## src/rtl/hls_seq_pkg.sv

```systemverilog
// Shared offsets, states and helpers for the HLS test sequencer.
// Optional poll timeout is enabled by defining HLS_SEQ_TIMEOUT_EN.
package hls_seq_pkg;
  localparam logic [31:0] REG_AP_CTRL   = 32'h00;
  localparam logic [31:0] REG_ERR_NUM   = 32'h10;
  localparam logic [31:0] REG_FRAME_NUM = 32'h20;
  localparam logic [31:0] REG_FRAME_OFS = 32'h28;
  localparam int          AP_IDLE_BIT   = 2;
  localparam logic [1:0]  RESP_OKAY     = 2'b00;

  typedef enum logic [1:0] {
    S_OFS, S_START, S_DONE
  } src_state_t;

  typedef enum logic [2:0] {
    C_WAIT, C_NUM, C_START, C_POLL,
    C_GAP, C_ERR, C_ACC
  } chk_state_t;

  typedef enum logic [2:0] {
    M_IDLE, M_WR, M_WB, M_RA, M_RR
  } mst_state_t;

  function automatic logic [31:0] sat_add(
    input logic [31:0] a,
    input logic [31:0] b
  );
    logic [32:0] s;
    s = {1'b0, a} + {1'b0, b};
    return s[32] ? 32'hFFFF_FFFF : s[31:0];
  endfunction
endpackage

```

## src/rtl/hls_test_sequencer_if.sv

```systemverilog
// AXI-Lite bundle between the sequencer and one HLS ctrl port.
// Optional poll timeout is enabled by defining HLS_SEQ_TIMEOUT_EN.
interface hls_test_sequencer_if;
  logic [31:0] awaddr;
  logic        awvalid;
  logic        awready;
  logic [31:0] wdata;
  logic [3:0]  wstrb;
  logic        wvalid;
  logic        wready;
  logic [1:0]  bresp;
  logic        bvalid;
  logic        bready;
  logic [31:0] araddr;
  logic        arvalid;
  logic        arready;
  logic [31:0] rdata;
  logic [1:0]  rresp;
  logic        rvalid;
  logic        rready;

  modport master (
    output awaddr, awvalid, wdata, wstrb, wvalid,
    output bready, araddr, arvalid, rready,
    input  awready, wready, bresp, bvalid,
    input  arready, rdata, rresp, rvalid
  );

  modport slave (
    input  awaddr, awvalid, wdata, wstrb, wvalid,
    input  bready, araddr, arvalid, rready,
    output awready, wready, bresp, bvalid,
    output arready, rdata, rresp, rvalid
  );
endinterface

```

## src/rtl/hls_test_sequencer_axil_single_master.sv

```systemverilog
// One-outstanding AXI-Lite master; done pulses on the B or R handshake.
// Optional poll timeout is enabled by defining HLS_SEQ_TIMEOUT_EN.
module axil_single_master
  import hls_seq_pkg::*;
(
  input  logic        clk,
  input  logic        rst,
  input  logic        req,
  input  logic        we,
  input  logic [31:0] addr,
  input  logic [31:0] wdata,
  input  logic [3:0]  wstrb,
  output logic        done,
  output logic [31:0] rdata,
  output logic [1:0]  resp,
  hls_test_sequencer_if.master m
);
  mst_state_t  r_st, w_nxt;
  logic        r_awvalid, r_wvalid, r_bready;
  logic        r_arvalid, r_rready;
  logic [31:0] r_addr, r_wdata;
  logic [3:0]  r_wstrb;

  always_comb begin
    w_nxt = r_st;
    unique case (r_st)
      M_IDLE: if (req) w_nxt = we ? M_WR : M_RA;
      M_WR: begin
        if ((!r_awvalid || m.awready) &&
            (!r_wvalid || m.wready))
          w_nxt = M_WB;
      end
      M_WB: if (m.bvalid) w_nxt = M_IDLE;
      M_RA: if (m.arready) w_nxt = M_RR;
      M_RR: if (m.rvalid) w_nxt = M_IDLE;
      default: w_nxt = M_IDLE;
    endcase
  end

  always_ff @(posedge clk) begin
    if (rst) begin
      r_st      <= M_IDLE;
      r_awvalid <= 1'b0;
      r_wvalid  <= 1'b0;
      r_bready  <= 1'b0;
      r_arvalid <= 1'b0;
      r_rready  <= 1'b0;
      r_addr    <= '0;
      r_wdata   <= '0;
      r_wstrb   <= 4'hF;
    end else begin
      r_st <= w_nxt;
      unique case (r_st)
        M_IDLE: begin
          if (req) begin
            r_addr    <= addr;
            r_wdata   <= wdata;
            r_wstrb   <= wstrb;
            r_awvalid <= we;
            r_wvalid  <= we;
            r_arvalid <= !we;
          end
        end
        M_WR: begin
          if (m.awready) r_awvalid <= 1'b0;
          if (m.wready)  r_wvalid  <= 1'b0;
          if (w_nxt == M_WB) r_bready <= 1'b1;
        end
        M_WB: if (m.bvalid) r_bready <= 1'b0;
        M_RA: begin
          if (m.arready) begin
            r_arvalid <= 1'b0;
            r_rready  <= 1'b1;
          end
        end
        M_RR: if (m.rvalid) r_rready <= 1'b0;
        default: ;
      endcase
    end
  end

  assign m.awaddr  = r_addr;
  assign m.araddr  = r_addr;
  assign m.wdata   = r_wdata;
  assign m.wstrb   = r_wstrb;
  assign m.awvalid = r_awvalid;
  assign m.wvalid  = r_wvalid;
  assign m.bready  = r_bready;
  assign m.arvalid = r_arvalid;
  assign m.rready  = r_rready;

  assign done  = (r_st == M_WB && m.bvalid) ||
                 (r_st == M_RR && m.rvalid);
  assign rdata = m.rdata;
  assign resp  = (r_st == M_WB) ? m.bresp : m.rresp;
endmodule

```

## src/rtl/hls_test_sequencer.sv

```systemverilog
// Sequences the HLS frame source once, then loops the frame checker.
// Optional poll timeout is enabled by defining HLS_SEQ_TIMEOUT_EN.
module hls_test_sequencer
  import hls_seq_pkg::*;
#(
  parameter int FRAME_OFFSET   = 3742,
  parameter int TEST_FRAME_NUM = 10,
  parameter int POLL_GAP       = 16
`ifdef HLS_SEQ_TIMEOUT_EN
  , parameter int TIMEOUT_CYC  = 2**24
`endif
) (
  input  logic        clk_0,
  input  logic        sync_rst_0,
  input  logic        enable,
  hls_test_sequencer_if.master m0,
  hls_test_sequencer_if.master m1,
  output logic [31:0] acc_error_num,
  output logic [31:0] acc_frame_num,
  output logic        iter_done,
  output logic        src_started,
  output logic        resp_err,
  output logic        timeout
);
  src_state_t  r_src, w_src_nxt;
  chk_state_t  r_chk, w_chk_nxt;
  logic        w_req0, w_done0, w_req1, w_we1, w_done1;
  logic [31:0] w_addr0, w_wdata0, w_rdata0;
  logic [31:0] w_addr1, w_wdata1, w_rdata1;
  logic [3:0]  w_wstrb0, w_wstrb1;
  logic [1:0]  w_resp0, w_resp1;
  logic [31:0] r_gap, r_err_val, r_acc_err, r_acc_frm;
  logic        r_started, r_resp_err, w_to_hit, w_polling;

  assign w_req0   = (r_src != S_DONE);
  assign w_addr0  = (r_src == S_OFS) ? REG_FRAME_OFS : REG_AP_CTRL;
  assign w_wdata0 = (r_src == S_OFS) ? 32'(FRAME_OFFSET) : 32'd1;
  assign w_wstrb0 = (r_src == S_OFS) ? 4'hF : 4'h1;

  always_comb begin
    w_src_nxt = r_src;
    unique case (r_src)
      S_OFS:   if (w_done0) w_src_nxt = S_START;
      S_START: if (w_done0) w_src_nxt = S_DONE;
      default: w_src_nxt = S_DONE;
    endcase
  end

  // Checker bus request decode; the engine latches these on acceptance.
  always_comb begin
    w_req1   = 1'b0;
    w_we1    = 1'b0;
    w_addr1  = REG_AP_CTRL;
    w_wdata1 = 32'd1;
    w_wstrb1 = 4'hF;
    unique case (1'b1)
      (r_chk == C_NUM): begin
        w_req1   = 1'b1;
        w_we1    = 1'b1;
        w_addr1  = REG_FRAME_NUM;
        w_wdata1 = 32'(TEST_FRAME_NUM);
      end
      (r_chk == C_START): begin
        w_req1   = 1'b1;
        w_we1    = 1'b1;
        w_wstrb1 = 4'h1;
      end
      (r_chk == C_POLL): w_req1 = 1'b1;
      (r_chk == C_ERR): begin
        w_req1  = 1'b1;
        w_addr1 = REG_ERR_NUM;
      end
      default: ;
    endcase
  end

  assign w_polling = (r_chk == C_POLL) || (r_chk == C_GAP);

  always_comb begin
    w_chk_nxt = r_chk;
    unique case (r_chk)
      C_WAIT:  if (r_started && enable) w_chk_nxt = C_NUM;
      C_NUM:   if (w_done1) w_chk_nxt = C_START;
      C_START: if (w_done1) w_chk_nxt = C_POLL;
      C_POLL: begin
        if (w_done1)
          w_chk_nxt = (w_rdata1[AP_IDLE_BIT] || w_to_hit) ?
                      C_ERR : C_GAP;
      end
      C_GAP: begin
        if (w_to_hit)
          w_chk_nxt = C_ERR;
        else if (r_gap == 32'(POLL_GAP - 1))
          w_chk_nxt = C_POLL;
      end
      C_ERR:   if (w_done1) w_chk_nxt = C_ACC;
      default: w_chk_nxt = C_WAIT;
    endcase
  end

  always_ff @(posedge clk_0) begin
    if (sync_rst_0) begin
      r_src      <= S_OFS;
      r_chk      <= C_WAIT;
      r_started  <= 1'b0;
      r_resp_err <= 1'b0;
      r_gap      <= '0;
      r_err_val  <= '0;
      r_acc_err  <= '0;
      r_acc_frm  <= '0;
    end else begin
      r_src <= w_src_nxt;
      r_chk <= w_chk_nxt;
      if (r_src == S_START && w_done0) r_started <= 1'b1;
      if ((w_done0 && w_resp0 != RESP_OKAY) ||
          (w_done1 && w_resp1 != RESP_OKAY))
        r_resp_err <= 1'b1;
      r_gap <= (r_chk == C_GAP) ? r_gap + 32'd1 : '0;
      if (r_chk == C_ERR && w_done1) r_err_val <= w_rdata1;
      if (r_chk == C_ACC) begin
        r_acc_err <= sat_add(r_acc_err, r_err_val);
        r_acc_frm <= sat_add(r_acc_frm, 32'(TEST_FRAME_NUM));
      end
    end
  end

`ifdef HLS_SEQ_TIMEOUT_EN
  logic [31:0] r_to_cnt;
  logic        r_timeout;

  // Counter holds at the limit so a mid-poll read can finish first.
  assign w_to_hit = (r_to_cnt == 32'(TIMEOUT_CYC));

  always_ff @(posedge clk_0) begin
    if (sync_rst_0) begin
      r_to_cnt  <= '0;
      r_timeout <= 1'b0;
    end else begin
      if (!w_polling)
        r_to_cnt <= '0;
      else if (!w_to_hit)
        r_to_cnt <= r_to_cnt + 32'd1;
      if (w_polling && w_to_hit) r_timeout <= 1'b1;
    end
  end

  assign timeout = r_timeout;
`else
  assign w_to_hit = 1'b0;
  assign timeout  = 1'b0;
`endif

  axil_single_master u_m0 (
    .clk   (clk_0),
    .rst   (sync_rst_0),
    .req   (w_req0),
    .we    (1'b1),
    .addr  (w_addr0),
    .wdata (w_wdata0),
    .wstrb (w_wstrb0),
    .done  (w_done0),
    .rdata (w_rdata0),
    .resp  (w_resp0),
    .m     (m0)
  );

  axil_single_master u_m1 (
    .clk   (clk_0),
    .rst   (sync_rst_0),
    .req   (w_req1),
    .we    (w_we1),
    .addr  (w_addr1),
    .wdata (w_wdata1),
    .wstrb (w_wstrb1),
    .done  (w_done1),
    .rdata (w_rdata1),
    .resp  (w_resp1),
    .m     (m1)
  );

  assign acc_error_num = r_acc_err;
  assign acc_frame_num = r_acc_frm;
  assign iter_done     = (r_chk == C_ACC);
  assign src_started   = r_started;
  assign resp_err      = r_resp_err;
endmodule

```

## src/flat_wrapper.sv

```systemverilog
// flat-port wrapper written by rule: the top's interface ports become plain ports
module hls_test_sequencer_flat import hls_seq_pkg::*;
#(
  parameter int FRAME_OFFSET   = 3742,
  parameter int TEST_FRAME_NUM = 10,
  parameter int POLL_GAP       = 16

)
  (clk_0, sync_rst_0, enable, acc_error_num, acc_frame_num, iter_done, src_started, resp_err, timeout, m0_awaddr, m0_awvalid, m0_wdata, m0_wstrb, m0_wvalid, m0_bready, m0_araddr, m0_arvalid, m0_rready, m0_awready, m0_wready, m0_bresp, m0_bvalid, m0_arready, m0_rdata, m0_rresp, m0_rvalid, m1_awaddr, m1_awvalid, m1_wdata, m1_wstrb, m1_wvalid, m1_bready, m1_araddr, m1_arvalid, m1_rready, m1_awready, m1_wready, m1_bresp, m1_bvalid, m1_arready, m1_rdata, m1_rresp, m1_rvalid);
  hls_test_sequencer_if m0_i ();
  hls_test_sequencer_if m1_i ();
  input  logic clk_0;
  input  logic sync_rst_0;
  input  logic enable;
  output logic [31:0] acc_error_num;
  output logic [31:0] acc_frame_num;
  output logic iter_done;
  output logic src_started;
  output logic resp_err;
  output logic timeout;
  output wire logic [$bits(m0_i.awaddr)-1:0] m0_awaddr;
  output wire logic [$bits(m0_i.awvalid)-1:0] m0_awvalid;
  output wire logic [$bits(m0_i.wdata)-1:0] m0_wdata;
  output wire logic [$bits(m0_i.wstrb)-1:0] m0_wstrb;
  output wire logic [$bits(m0_i.wvalid)-1:0] m0_wvalid;
  output wire logic [$bits(m0_i.bready)-1:0] m0_bready;
  output wire logic [$bits(m0_i.araddr)-1:0] m0_araddr;
  output wire logic [$bits(m0_i.arvalid)-1:0] m0_arvalid;
  output wire logic [$bits(m0_i.rready)-1:0] m0_rready;
  input wire logic [$bits(m0_i.awready)-1:0] m0_awready;
  input wire logic [$bits(m0_i.wready)-1:0] m0_wready;
  input wire logic [$bits(m0_i.bresp)-1:0] m0_bresp;
  input wire logic [$bits(m0_i.bvalid)-1:0] m0_bvalid;
  input wire logic [$bits(m0_i.arready)-1:0] m0_arready;
  input wire logic [$bits(m0_i.rdata)-1:0] m0_rdata;
  input wire logic [$bits(m0_i.rresp)-1:0] m0_rresp;
  input wire logic [$bits(m0_i.rvalid)-1:0] m0_rvalid;
  output wire logic [$bits(m1_i.awaddr)-1:0] m1_awaddr;
  output wire logic [$bits(m1_i.awvalid)-1:0] m1_awvalid;
  output wire logic [$bits(m1_i.wdata)-1:0] m1_wdata;
  output wire logic [$bits(m1_i.wstrb)-1:0] m1_wstrb;
  output wire logic [$bits(m1_i.wvalid)-1:0] m1_wvalid;
  output wire logic [$bits(m1_i.bready)-1:0] m1_bready;
  output wire logic [$bits(m1_i.araddr)-1:0] m1_araddr;
  output wire logic [$bits(m1_i.arvalid)-1:0] m1_arvalid;
  output wire logic [$bits(m1_i.rready)-1:0] m1_rready;
  input wire logic [$bits(m1_i.awready)-1:0] m1_awready;
  input wire logic [$bits(m1_i.wready)-1:0] m1_wready;
  input wire logic [$bits(m1_i.bresp)-1:0] m1_bresp;
  input wire logic [$bits(m1_i.bvalid)-1:0] m1_bvalid;
  input wire logic [$bits(m1_i.arready)-1:0] m1_arready;
  input wire logic [$bits(m1_i.rdata)-1:0] m1_rdata;
  input wire logic [$bits(m1_i.rresp)-1:0] m1_rresp;
  input wire logic [$bits(m1_i.rvalid)-1:0] m1_rvalid;
  assign m0_awaddr = m0_i.awaddr;
  assign m0_awvalid = m0_i.awvalid;
  assign m0_wdata = m0_i.wdata;
  assign m0_wstrb = m0_i.wstrb;
  assign m0_wvalid = m0_i.wvalid;
  assign m0_bready = m0_i.bready;
  assign m0_araddr = m0_i.araddr;
  assign m0_arvalid = m0_i.arvalid;
  assign m0_rready = m0_i.rready;
  assign m0_i.awready = m0_awready;
  assign m0_i.wready = m0_wready;
  assign m0_i.bresp = m0_bresp;
  assign m0_i.bvalid = m0_bvalid;
  assign m0_i.arready = m0_arready;
  assign m0_i.rdata = m0_rdata;
  assign m0_i.rresp = m0_rresp;
  assign m0_i.rvalid = m0_rvalid;
  assign m1_awaddr = m1_i.awaddr;
  assign m1_awvalid = m1_i.awvalid;
  assign m1_wdata = m1_i.wdata;
  assign m1_wstrb = m1_i.wstrb;
  assign m1_wvalid = m1_i.wvalid;
  assign m1_bready = m1_i.bready;
  assign m1_araddr = m1_i.araddr;
  assign m1_arvalid = m1_i.arvalid;
  assign m1_rready = m1_i.rready;
  assign m1_i.awready = m1_awready;
  assign m1_i.wready = m1_wready;
  assign m1_i.bresp = m1_bresp;
  assign m1_i.bvalid = m1_bvalid;
  assign m1_i.arready = m1_arready;
  assign m1_i.rdata = m1_rdata;
  assign m1_i.rresp = m1_rresp;
  assign m1_i.rvalid = m1_rvalid;
  hls_test_sequencer #(.FRAME_OFFSET(FRAME_OFFSET), .TEST_FRAME_NUM(TEST_FRAME_NUM), .POLL_GAP(POLL_GAP)) u_core (.clk_0(clk_0), .sync_rst_0(sync_rst_0), .enable(enable), .m0(m0_i), .m1(m1_i), .acc_error_num(acc_error_num), .acc_frame_num(acc_frame_num), .iter_done(iter_done), .src_started(src_started), .resp_err(resp_err), .timeout(timeout));
endmodule
```

## config.mk

```make
export PLATFORM = sky130hd
export DESIGN_NAME = hls_test_sequencer_flat
export DESIGN_NICKNAME = d
export VERILOG_FILES = /design/src/rtl/hls_seq_pkg.sv /design/src/rtl/hls_test_sequencer_if.sv /design/src/rtl/hls_test_sequencer_axil_single_master.sv /design/src/rtl/hls_test_sequencer.sv /design/src/flat_wrapper.sv
export SDC_FILE = /design/constraint.sdc
export NUM_CORES = 1
export LEC_CHECK = 0
export BUFFER_PORTS_ARGS = -buffer_cell sky130_fd_sc_hd__buf_2
export CAP_MARGIN = 20
export CORE_UTILIZATION = 50
export DETAILED_ROUTE_END_ITERATION = 8
export PLACE_DENSITY = 0.81
export SETUP_SLACK_MARGIN = 0.02
export SLEW_MARGIN = 30
export SYNTH_ARGS = -nofsm -noshare
export SYNTH_HDL_FRONTEND = slang
export SYNTH_SLANG_ARGS = --single-unit
```

## constraint.sdc

```tcl
create_clock -name clk_0 -period 3.53 [get_ports clk_0]
set_clock_uncertainty 0.2 [all_clocks]
set_input_delay 0 -clock clk_0 [delete_from_list [all_inputs] [get_ports clk_0]]
set_output_delay 0 -clock clk_0 [all_outputs]
set_load 0.1 [all_outputs]
```

# Word-level counts from Yosys, hierarchy flattened
# Index checks and enable logic that the tools add are counted.
# W data, S select, Z words.
dict set report word_totals {
  register_bits 287
  latch_bits 0
  ramBits 0
  rom_bits 0
  inputBits 85
  out_inout_bits 278
  wordCells 189
  mem_count 0
}
dict set report op_classes {
  addsub 3
  mul 0
  div 0
  magnitude_cmp 0
  n_eq_ne 41
  shift 0
  mux 64
  bitwise_logic 1
  n_reduce_logical 54
}
# op count
set op_table {}
lappend op_table {{$mux W32} 2}
lappend op_table {{$mux W3} 16}
lappend op_table {{$add A32 B32 Y33} 1}
lappend op_table {{$add A32 B4 Y33 const B} 1}
lappend op_table {{$add A32 B1 Y32 const B} 1}
lappend op_table {{$eq A32 B4 Y1 const B} 1}
lappend op_table {{$ne A2 B2 Y1 const B} 16}
lappend op_table {{$pmux W3 S5} 2}
lappend op_table {{$reduce_and A3 Y1} 10}
lappend op_table {{$eq A3 B2 Y1 const B} 8}
lappend op_table {{$mux W1} 21}
lappend op_table {{$pmux W1 S2} 10}
lappend op_table {{$reduce_bool A2 Y1} 10}
lappend op_table {{$pmux W3 S6} 1}
lappend op_table {{$eq A3 B3 Y1 const B} 5}
lappend op_table {{$ne A2 B1 Y1 const B} 7}
lappend op_table {{$mux W12} 1}
lappend op_table {{$mux W4} 3}
lappend op_table {{$pmux W6 S2} 1}
lappend op_table {{$logic_and A1 B1 Y1} 11}
lappend op_table {{$mux W2} 5}
lappend op_table {{$eq A3 B1 Y1 const B} 3}
lappend op_table {{$logic_not A3 Y1} 3}
lappend op_table {{$logic_or A1 B1 Y1} 7}
lappend op_table {{other kinds (10)} 17}

# Logic depth before layout (Yosys ltp)
dict set report depth {
  word_depth 9
  depth_mapped 11
  ltp_nobuf 11
}

# By module
# A second synthesis with hierarchy kept.
dict set report unflattened {
  cells_unflattened 1687
  area_unflattened_um2 13605.5
}
# mod instances cells_per_inst area_each_um2 seq_area_each_um2
set by_module_without_submodules {}
lappend by_module_without_submodules {hls_test_sequencer 1 863 7066.8 2702.6}
lappend by_module_without_submodules {axil_single_master 2 412 3269.4 1521.5}

# Least setup slack after synthesis
# Ideal clock, no wire load.
dict set report synth_path {
  path_type {register to register}
  startpoint {register u_core.r_acc_err[0] (netlist: u_core.acc_error_num[0])}
  endpoint {register u_core.r_acc_err[11] (netlist: u_core.acc_error_num[11])}
  arrival_time_ns 3.302
  setup_slack_ns -0.091
  path_stages_with_launch 12
  path_buffers 1
  synth_period_minus_slack_ns 3.621
  path_cell_list {dfxtp_1 -> ha_1 -> fa_1 -> a211oi_1 -> o21a_1 -> a21oi_2 -> o22ai_2 -> o21ai_4 -> a21o_4 -> a311o_4 -> buf_6 -> o221a_1}
}
dict set report synth_via {
  elab_chain_cells 2
}
# item line
set synth_rtl {}
lappend synth_rtl {{from (decl)} hls_test_sequencer.sv:32} ;# logic [31:0] r_gap, r_err_val, r_acc_err, r_acc_frm;
lappend synth_rtl {{from (signal assigned)} hls_test_sequencer.sv:121} ;# r_acc_err <= sat_add(r_acc_err, r_err_val);
lappend synth_rtl {{$add A32 B32 Y33} hls_seq_pkg.sv:29} ;# s = {1'b0, a} + {1'b0, b};
lappend synth_rtl {{$mux W32} hls_seq_pkg.sv:30} ;# return s[32] ? 32'hFFFF_FFFF : s[31:0];
# Every way passes these cells.
# A chain may end at the register's enable or synchronous reset.

# Worst setup path in the final report
dict set report layout_path {
  startpoint {register u_core.r_acc_err[0] (netlist: u_core.acc_error_num[0])}
  endpoint {register u_core.r_acc_err[2] (netlist: u_core.acc_error_num[2])}
}
# Same word-level chain as after synthesis.

==> summary.txt <==
outcome - complete, but fails checks
failing checks - negative hold slack
Synth top area share - 0.332
Tcrit/Tclk final - 0.938
clk_lat worst skew - 420 ps
max cap viols - 0
Worst R2R Setup Slack - 220 ps
drt drc - 0
Internal - 0.00297 W
Syn Std Cell Area - 9470 sq um
crit path kind - flip-flop to flip-flop
I/O pin count - 363
cts hold-fix bufs - 73
CP top delay family - compound AO/OA/AOI/OAI gates
CTS clk-pin slew, worst paths - 70 ps
Critical Path Max Stage Delay - 480 ps
std cell rows - 49
Fillers - 1565
Hold WC Path Type - input port to flip-flop
Syn Inst Count - 1152
final setup TNS - 0 ps
CP max-delay cell - a311o_4
crit path max fanout - 16
post-synth top area cell - dfxtp_1
post-synthesis sequential area ratio - 0.332
Buf/Inv on CP - 0
dpl hpwl - 15.2 mm
Syn-to-layout area delta - 15.0%
die area - 19500 sq um
antenna violations before repair - 0
Num CTS Buffers - 17
critical-path cell list - ha_1 > fa_1 > a211oi_1 > o21a_1 > a21oi_2 > o22ai_2 > o21ai_4 > a21o_4 > a311o_4 > o221a_2
Avg Cell Area, Syn - 8.22 sq um
P_sw - 0.00243 W
asr flop ratio synth - 0
Slew @ Worst Pin - 723 ps
area of the multi-input gates - 5240 sq um
Req. time, crit path - 3640 ps
Hold Fails Final Rpt - 1
total gr overflow - 0
Die H - 140 um
worst vdd rail ir drop - 0.415 mV
Core Area - 18300 sq um
power share of the clock group - 0.328
H-tree levels - 4
Setup Viol. Count Final - 0
Post-synth top flop - dfxtp_1
number of synthesized flops with an enable pin - 0
min cycle time layout - 3310 ps
highest clock rate - 0.302 GHz
post-route ant nets - 0
Slew Limit Fails - 0
leakage - 4.79 nW
setup repair bufs after CTS - 0
fin nets - 1455
via count - 8199
All-Layer GR Usage - 0.227
Synth cell types - 75
warnings from Yosys - 0
diode count - 0
TritonCTS clock tree - built
sequential share of power - 0.353
Pwr per Cell Area - 496 nW/um^2
CP endpoint kind - flip-flop
Sink Count - 157
register area - 3150 sq um
switching part of the total - 0.451
die width - 140 um
layout cell share with drive strength beyond 1 - 0.171
root buffer cell - clkbuf_16
Vias/cell - 5.20
global-route wire length before repair - 36.2 mm
First-pass DRT Iterations - 5
Critical Path Source Type - flip-flop
number of global-route vias before repair - 7551
PostCTS Resize Cnt - 0
RSZ-0062 raised after global routing - false
Yosys reg bits - 157
CP arrival - 3420 ps
Comb pwr share - 0.319
Initial Util - 0.518
Post-Route WL - 22.5 mm
Final GP Congestion - 0.912
Port-buffer cells - 154
Iter 0 DRT Violations - 419
Hold WS - -5.48 ps
ranking of synthesized cells by area - dfxtp_1 33%, buf_4 16%, a21oi_1 5.4%
largest net degree at the start of global routing - 55
wire length per cell - 14.3 um
CTS Buffer Depth - 2
Slew headroom - 0.511
power groups by stage:
| stage | logic, W | registers [W] | clock network (W) |
|---|---|---|---|
| floorplan | 0.00153 | 0.00212 | 0 |
| global placement | 0.00165 | 0.00194 | 0 |
| detailed placement | 0.00166 | 0.00195 | 0 |
| CTS | 0.00171 | 0.00190 | 0.00180 |
| global route | 0.00177 | 0.00192 | 0.00188 |
| finish | 0.00172 | 0.00191 | 0.00177 |
area by class of cell:
cell class	count	area share
Inverter	18	0.00620
Clock inverter	15	0.0142
Tap cell	229	0.0263
Sequential cell	157	0.289
Timing Repair Buffer	236	0.144
Clock buffer	17	0.0391
Multi-Input combinational cell	905	0.481
placed cells by master, fill, tap and decap left out, drive strengths merged, types with 23 or more instances in the layout:
cell type,count
dfxtp,157
inv,23
nand3,41
conb,176
nor2,90
a211oi,24
xor2,35
buf,163
xnor2,42
o21ai,34
nand2,125
dlygate4sd3,73
ha,34
a21oi,106
cells in the mapped netlist (4+ instances only):
cell      instances
a211oi_1         23
a21o_1           10
a21oi_1         103
a31oi_1           9
and3_1           17
and4_1           11
buf_2             4
buf_4           196
clkbuf_1         44
dfxtp_1         157
ha_1             34
inv_1            17
nand2_1         125
nand2b_1          8
nand3_1          41
nand4_1          17
nor2_1           89
nor2b_1           6
nor3_1           17
nor4_1           12
o211ai_1          7
o21a_1           11
o21ai_0          31
o221a_1          10
o221a_2           7
or2_2             4
xnor2_1          42
xor2_1           35
path summary, 6_finish.rpt:
path,startpoint,to,depth (start not counted)
setup / recovery,u_core.acc_error_num[0],u_core.acc_error_num[2],10
hold / removal,enable,u_core.r_chk[2],7
setup reg to reg,u_core.acc_error_num[0],u_core.acc_error_num[2],10
hold reg to reg,u_core.r_gap[0],u_core.r_gap[0],1
kinds of logic (layout without fill, tap and decap cells):
kind of cell,count (synthesis),in the layout,share of synthesized area
multiplexers,3,3,0.00462
buffers and inverters,264,286,0.184
other,2,176,0.000793
XOR/XNOR,77,77,0.0712
adder cells (fa/ha/maj),35,35,0.0470
AO/OA/AOI/OAI,246,246,0.175
AND/OR/NAND/NOR,368,368,0.185
flip-flops,157,157,0.332
per-stage QoR:
step	setup WS (ps)	std cells	power (W)	util	area, sq um
after floorplan	24.7	1326	0.00365	-	10100
after global placement	315	1472	0.00360	0.524	9580
after detailed placement	228	1472	0.00361	0.524	9580
after CTS	210	1577	0.00542	0.596	10900
after global routing	54.4	1577	0.00557	0.596	10900
final	220	1577	0.00540	0.596	10900
flip-flops by register name, indices dropped and copies added, names as in the netlist, 2 cells and up:
register / cells
u_core.acc_frame_num: 32
u_core.u_m1.m.araddr: 2
u_core.r_err_val: 32
u_core.u_m0.r_st: 3
u_core.r_gap: 32
u_core.r_chk: 3
u_core.u_m1.r_st: 3
u_core.acc_error_num: 32
u_core.r_src: 2
worst min-delay path, delay by kind of cell:
family	cells	cell delay, ps
AO/OA/AOI/OAI	2	120
AND/OR/NAND/NOR	4	340
buffers and inverters	1	100
metal layers:
metal	vias to the layer above	GRT usage	part of all wire
met3	38	0.0437	0.055
met2	286	0.402	0.51
met1	3869	0.273	0.41
met4	0	0.0804	0.020
li1	4006	-	-
met5	-	0	0
Note: power is estimated with default switching activity, not from simulation.
